`src/rtl/nic_port_sched.sv`:
```
// Scheduler sharing one NIC register port between four TX requesters and one RX consumer.
// Define NIC_SCHED_RR_EN for round-robin TX arbitration; otherwise fixed priority (requester 0 highest).
module nic_port_sched #(
    parameter int PAC_WIDTH = 64
) (
    input  logic                   clk,
    input  logic                   reset,
    input  logic [3:0]             tx_req,
    input  logic [4*PAC_WIDTH-1:0] tx_data,
    output logic [3:0]             tx_gnt,
    input  logic                   rx_ready,
    output logic                   rx_valid,
    output logic [PAC_WIDTH-1:0]   rx_data,
    output logic [1:0]             nic_addr,
    output logic [PAC_WIDTH-1:0]   nic_d_in,
    input  logic [PAC_WIDTH-1:0]   nic_d_out,
    output logic                   nicEn,
    output logic                   nicWrEn
);
    typedef enum logic [2:0] {IDLE, CHK_OUT, WR_OUT, CHK_IN, RD_IN} state_t;
    localparam logic TURN_TX = 1'b0;
    localparam logic TURN_RX = 1'b1;

    state_t               state_q, state_d;
    logic                 turn_q;
    logic [1:0]           pick;
    logic                 pick_vld;
    logic [3:0]           gnt_q;
    logic                 rx_valid_q;
    logic [PAC_WIDTH-1:0] rx_data_q;
    logic [PAC_WIDTH-1:0] nic_d_in_q;
    logic [1:0]           nic_addr_q;
    logic                 nic_en_q;
    logic                 nic_wr_q;
    logic                 flag;
    logic [PAC_WIDTH-1:0] slice [4];

    for (genvar gi = 0; gi < 4; gi++) begin : g_slice
        assign slice[gi] = tx_data[gi*PAC_WIDTH +: PAC_WIDTH];
    end

    assign flag = nic_d_out[PAC_WIDTH-1];

`ifdef NIC_SCHED_RR_EN
    logic [1:0] ptr_q;
    logic [1:0] winner_q;

    // Descending scan so the requester closest to the pointer is assigned last and wins.
    always_comb begin
        pick     = ptr_q;
        pick_vld = 1'b0;
        for (int k = 3; k >= 0; k--) begin
            if (tx_req[ptr_q + 2'(k)]) begin
                pick     = ptr_q + 2'(k);
                pick_vld = 1'b1;
            end
        end
    end
`else
    always_comb begin
        pick     = 2'd0;
        pick_vld = 1'b0;
        for (int k = 3; k >= 0; k--) begin
            if (tx_req[k]) begin
                pick     = 2'(k);
                pick_vld = 1'b1;
            end
        end
    end
`endif

    always_comb begin
        state_d = state_q;
        case (state_q)
            IDLE: begin
                if (turn_q == TURN_TX && |tx_req) state_d = CHK_OUT;
                else if (rx_ready)                state_d = CHK_IN;
                else if (|tx_req)                 state_d = CHK_OUT;
            end
            CHK_OUT: state_d = (flag || !pick_vld) ? IDLE : WR_OUT;
            WR_OUT:  state_d = IDLE;
            CHK_IN:  state_d = flag ? RD_IN : IDLE;
            RD_IN:   state_d = IDLE;
            default: state_d = IDLE;
        endcase
    end

    // Bus outputs are registered from the next state so they are valid throughout each state.
    always_ff @(posedge clk) begin
        if (reset) begin
            state_q    <= IDLE;
            turn_q     <= TURN_TX;
            gnt_q      <= '0;
            rx_valid_q <= 1'b0;
            rx_data_q  <= '0;
            nic_d_in_q <= '0;
            nic_addr_q <= 2'b00;
            nic_en_q   <= 1'b0;
            nic_wr_q   <= 1'b0;
`ifdef NIC_SCHED_RR_EN
            ptr_q      <= 2'd0;
            winner_q   <= 2'd0;
`endif
        end else begin
            state_q    <= state_d;
            gnt_q      <= '0;
            rx_valid_q <= 1'b0;
            nic_d_in_q <= '0;
            nic_en_q   <= (state_d != IDLE);
            nic_wr_q   <= (state_d == WR_OUT);
            case (state_d)
                CHK_OUT: nic_addr_q <= 2'b11;
                WR_OUT:  nic_addr_q <= 2'b10;
                CHK_IN:  nic_addr_q <= 2'b01;
                default: nic_addr_q <= 2'b00;
            endcase
            case (state_q)
                CHK_OUT: begin
                    if (state_d == WR_OUT) begin
                        gnt_q      <= 4'b0001 << pick;
                        nic_d_in_q <= slice[pick];
`ifdef NIC_SCHED_RR_EN
                        winner_q   <= pick;
`endif
                    end else begin
                        turn_q <= TURN_RX;
                    end
                end
                WR_OUT: begin
                    turn_q <= TURN_RX;
`ifdef NIC_SCHED_RR_EN
                    ptr_q  <= winner_q + 2'd1;
`endif
                end
                CHK_IN: begin
                    if (!flag) turn_q <= TURN_TX;
                end
                RD_IN: begin
                    rx_data_q  <= nic_d_out;
                    rx_valid_q <= 1'b1;
                    turn_q     <= TURN_TX;
                end
                default: ;
            endcase
        end
    end

    // Reset abandons an in-flight write: the grant and the NIC enable are suppressed in that cycle.
    assign tx_gnt   = gnt_q & {4{~reset}};
    assign nicEn    = nic_en_q & ~reset;
    assign nicWrEn  = nic_wr_q;
    assign nic_addr = nic_addr_q;
    assign nic_d_in = nic_d_in_q;
    assign rx_valid = rx_valid_q;
    assign rx_data  = rx_data_q;
endmodule

```
`config.mk`:
```
export PLATFORM = sky130hd
export DESIGN_NAME = nic_port_sched
export DESIGN_NICKNAME = d
export VERILOG_FILES = /design/src/rtl/nic_port_sched.sv
export SDC_FILE = /design/constraint.sdc
export NUM_CORES = 1
export LEC_CHECK = 0
export CAP_MARGIN = 20
export CORE_MARGIN = 5
export CORE_UTILIZATION = 25
export CTS_CLUSTER_SIZE = 24
export DETAILED_ROUTE_END_ITERATION = 7
export PLACE_DENSITY = 0.64
export RECOVER_POWER = 25
export SYNTH_ARGS = -nofsm -noshare
export SYNTH_HDL_FRONTEND = slang
export SYNTH_SLANG_ARGS = --single-unit
```
`constraint.sdc`:
```
create_clock -name clk -period 4.47 [get_ports clk]
set_input_delay 1.1175 -clock clk [delete_from_list [all_inputs] [get_ports clk]]
set_output_delay 1.1175 -clock clk [all_outputs]
set_load 0.02 [all_outputs]
```
=== Yosys cells after proc, flatten, opt, wreduce, memory -nomap -nowiden ===
Cells that the tools add are included.

* Register bits: 141
* Latch bits: 0
* Bits in writable memories: 0
* Memory bits (read-only): 0
* Input bits: 327
* Logic and storage cells: 58
* Memories: 0

* Add/subtract/negate cells: 0
* $mul: 0
* Divide/modulo/power cells: 0
* $lt $le $gt $ge: 1
* Eq/ne operators: 9
* Shift-type cells: 1
* Multiplexer cells: 22
* Bitwise gates (word level): 7
* Reductions and logical operators: 9

{| class="wikitable"
|+ Operator list
! cell !! count
|-
| 64-bit binary-select mux with 2-bit select || 1
|-
| 64-bit 2-to-1 mux || 2
|-
| 3-bit by 2-bit == test with 1-bit output (second input constant) || 4
|-
| 3-bit 2-to-1 mux || 4
|-
| 2-bit 2-to-1 mux || 5
|-
| 3-bit case mux with 3 select lines || 1
|-
| 1-bit 2-to-1 mux || 7
|-
| 3-bit by 1-bit == test with 1-bit output (second input constant) || 2
|-
| 2-bit case mux with 3 select lines || 1
|-
| 4-bit bitwise AND || 1
|-
| 2-bit inequality test (second input constant) || 2
|-
| 1-bit inverter || 4
|-
| 1-bit case mux with 4 select lines || 1
|-
| 4-bit nonzero test || 1
|-
| 4-bit OR reduction || 1
|-
| 1-bit by 2-bit left shift with 4-bit output (first input constant) || 1
|-
| 3-bit == test (second input constant) || 1
|-
| 3-bit >= comparator (second input constant) || 1
|-
| 3-bit logical NOT || 1
|-
| 2-bit inverter with 3-bit output || 1
|-
| 3-bit AND reduction || 1
|-
| 3-bit nonzero test || 1
|-
| 3-bit OR reduction || 1
|-
| 1-bit bitwise AND || 1
|-
| other kinds (3) || 3
|}

=== Logic depth before layout (Yosys ltp) ===
* Depth after elaboration: 11
* Mapped depth: 6
* Gate-level depth less buffers: 4

=== Worst setup path before layout ===
Ideal clock, no wire load.

* Path type: in2out
* Start: input port reset
* End: output port nicEn
* Arrival: 1.815 ns
* Required time: 3.353 ns
* Setup slack: 1.538 ns
* Stages on the path: 3
* Path buffers: 2
* Cells stage by stage: clkbuf_1 -> clkbuf_1 -> nor2b_1

* Cells in the longest elaborated chain, start to end: 2

{| class="wikitable"
|+ RTL lines
! item !! RTL line !! source
|-
| start, declared || 7 || <nowiki>input logic reset,</nowiki>
|-
| 1-bit inverter || 150 || <nowiki>assign nicEn = nic_en_q & ~reset;</nowiki>
|-
| 1-bit bitwise AND || 150 ||
|-
| end, declared || 17 || <nowiki>output logic nicEn,</nowiki>
|}

Every way passes these cells.

=== Final worst setup path ===
* Start: input port reset
* End: output port tx_gnt[1]

* Cells in the longest elaborated chain, start to end: 2

{| class="wikitable"
|+ RTL lines
! item !! RTL line !! source
|-
| 1-bit inverter || 149 || <nowiki>assign tx_gnt = gnt_q & {4{~reset}};</nowiki>
|-
| 4-bit bitwise AND || 149 ||
|-
| end, declared || 10 || <nowiki>output logic [3:0] tx_gnt,</nowiki>
|}

Every way passes these cells.

==> results.md <==
- Outcome: complete, but fails checks
- Failing checks: max-capacitance violations, max-slew violations
- CTS hold repair buffers: 0
- Pre-Repair DR Iteration Count: 6
- Drt total wl: 32.55 mm
- Initial antenna violation count: 2
- # resized after CTS: 0
- P per Cell Area: 270.0 mW/mm^2
- Unrepaired setup endpoints after global routing: false
- CP max stage delay: 0.56 ns
- WL met2: 15.58 mm
- CP top delay family: buffers and inverters
- Hold EP: rx_data[14]
- Count leader, synth: nand2_1
- R2R setup slack: 1.27 ns
- Final Hold Viols: 0
- WP data required: 3.35 ns
- DIE WIDTH: 179.6 um
- Post-synth EDFFs: 0
- Max H-tree Level: 4
- Total power: 3.390 mW
- Maximum vdd ir drop: 0.2156 mV
- CP Class: in -> out
- Register area: 0.002823 sq mm
- Clk_lat worst skew: 0.43 ns
- Row cnt: 62
- CTS Sinks: 141
- Global-route wire length before repair: 49.06 mm
- Final HPWL DP: 23.72 mm
- Hold Path Origin: rx_data[14]
- DIE AREA: 0.03225 sq mm
- Fmax: 296.6 MHz
- Post-synth top flop: dfxtp_1
- Min Tclk post-route: 3.372 ns
- Clock root cell: clkbuf_16
- Worst-path clk slew: 0.06 ns
- Area growth, synth to finish: 74.61%
- Vias: 8,223
- Arrival time at the worst endpoint: 2.25 ns
- Filler cells: 2,873
- Routed wire length per instance: 18.99 um
- Vias/cell: 4.798
- Crit path buf inv count: 2
- DR top layer: met4
- Syn Area/Cell: 7.850 sq um
- Area fraction of the dominant cell type after synthesis: 0.3926
- Fin crit share: 0.7543
- Detail Route Antenna Nets: 0
- Ys async rst share: 0
- Top cells by area, synth: dfxtp_1 39%, nand2_1 10%, o2111a_1 9.7%
- Crit end category: output pin
- Initial core utilization: 0.2519
- Yosys reg bits: 141
- CTS tree: built
- # setup viols final: 0
- Wl on met1: 13.61 mm
- Clock buffer count from CTS: 17
- Setup TNS: 0 ns
- Syn_nets: 1,243
- CP max-delay cell: clkdlybuf4s50_1
- Hold path depth: 2
- Max_slew headroom: -0.8817
- Worst Reg-to-Reg Cells: 4
- Footprint of the multi-input gates: 0.003938 sq mm
- Port bufs: 463
- Fin area: 0.01256 sq mm
- Final worst setup slack: 1.098 ns
- Hold Crit Class: reg -> reg
- Met3 WL: 2.554 mm
- RD Place Congestion: 0.8469
- Area of placed instances: 0.01198 sq mm
- Die H: 179.6 um
- Setup WS pre-CTS: 1.265 ns
- Worst Path Max Fanout: 12
- 1st-iter DRT viols: 384
- Sequential fraction of the synthesis area: 0.3926
- Yosys warns: 0
- CP Launch Type: input pin
- Number of global-route vias before repair: 8,292
- Max Slew Vio Count: 95
- Largest net degree at the start of global routing: 71
- R2R Path Start: state_q[0]
- Maxcap violations: 2
- Critical path, cell by cell: clkbuf_1, nor2b_1, clkdlybuf4s50_1
- Io pins: 464
- Nets: 1,642
- Mapped Area: 0.007191 sq mm
- Total GRT Usage: 0.1900
- Count of different cell masters after synthesis: 34
- Post-CTS Setup Bufs: 0
- Core Footprint: 0.02855 sq mm
- Slew of the pin with the lowest slew margin: 2.823 ns
- Leak Pwr: 4.217 nW
- Clock skew: 0.01908 ns
- CTS Buffer Depth: 2
- Total grt overflow: 0
- Area leader, netlist: dfxtp_1
- Post-synth top cells: 194 x nand2_1, 141 x dfxtp_1, 69 x nor2b_1, 67 x a21oi_1, 67 x nor2_1
- DR DRC count: 0
- Syn Inst Count: 916
- Layout cells sized above 1: 0.03991
- RR Endpoint: rx_data[4]
layer usage:
layer  vias to the layer above  global-route usage
met5                         -                   0
met4                         0             0.05882
met3                        40             0.07094
met2                       339              0.3184
met1                      3817              0.2268
li1                       4027                   -
tightest hold or removal path, cell delays in order, from the launching register on:
cell     delay, ns
dfxtp_1       0.31
nand2_1       0.05
a21oi_1       0.05
worst max-delay path by stage:
stage | from | cells after the start | endpoint | slack [ns]
floorplan | reset | 3 | nicEn | 1.54
global placement | reset | 3 | tx_gnt[3] | 1.24
detailed placement | reset | 3 | tx_gnt[1] | 1.26
CTS | reset | 3 | tx_gnt[3] | 1.27
global route | state_q[0] | 4 | rx_data[33] | 0.87
finish | reset | 3 | tx_gnt[1] | 1.10
flip-flops by register name, indices dropped and copies added, names as in the netlist:
register and cells:
nic_addr 2, turn_q 1, rx_valid 1, nic_d_in 64, rx_data 64, gnt_q 4, state_q 3, nic_en_q 1
nicWrEn 1
kinds of logic (layout without fill, tap and decap cells):
| family | after synthesis | count (layout) | synth area share |
|---|---|---|---|
| AND/OR/NAND/NOR | 410 | 410 | 0.2788 |
| flip-flops | 141 | 141 | 0.3926 |
| AO/OA/AOI/OAI | 269 | 269 | 0.2681 |
| other | 0 | 2 | 0 |
| buffers and inverters | 96 | 508 | 0.06055 |
layout make-up:
class | count | area share
antenna | 2 | 0.0003986
clock buffer | 18 | 0.03498
clock inverter | 14 | 0.01156
inverter | 3 | 0.001295
multi-input combinational | 679 | 0.3136
sequential | 141 | 0.2248
tap | 384 | 0.03827
timing repair buffer | 473 | 0.3751
placed cells by master, fill, tap and decap left out, types with 3 or more instances in the layout:
cell and count:
dfxtp_1 141, o21ai_0 66, clkinv_4 3, inv_8 4
nor2_1 67, buf_4 9, nor3b_1 62, clkdlybuf4s50_1 458
nand2b_1 3, o2111a_1 62, nand2_1 194, nor2b_1 69
nor3_1 6, inv_6 3, clkbuf_16 17, o211ai_1 62
a21oi_1 67
where the power goes:
part | total [mW] | switching [mW] | leakage [nW] | internal [mW]
combinational | 0.649 | 0.269 | 2.80 | 0.380
sequential | 1.30 | 0.0151 | 1.14 | 1.28
clock | 1.44 | 0.684 | 0.281 | 0.759
total | 3.39 | 0.967 | 4.22 | 2.42
per-stage QoR:
step	cells	utilization	hold slack, ns
after global routing	1714	0.4398	0.4668
after floorplan	916	-	0.4730
after global placement	1680	0.4196	0.4414
final	1714	0.4398	0.4540
after CTS	1712	0.4401	0.4556
after detailed placement	1680	0.4196	0.4459
(Power assumes the default switching activity.)
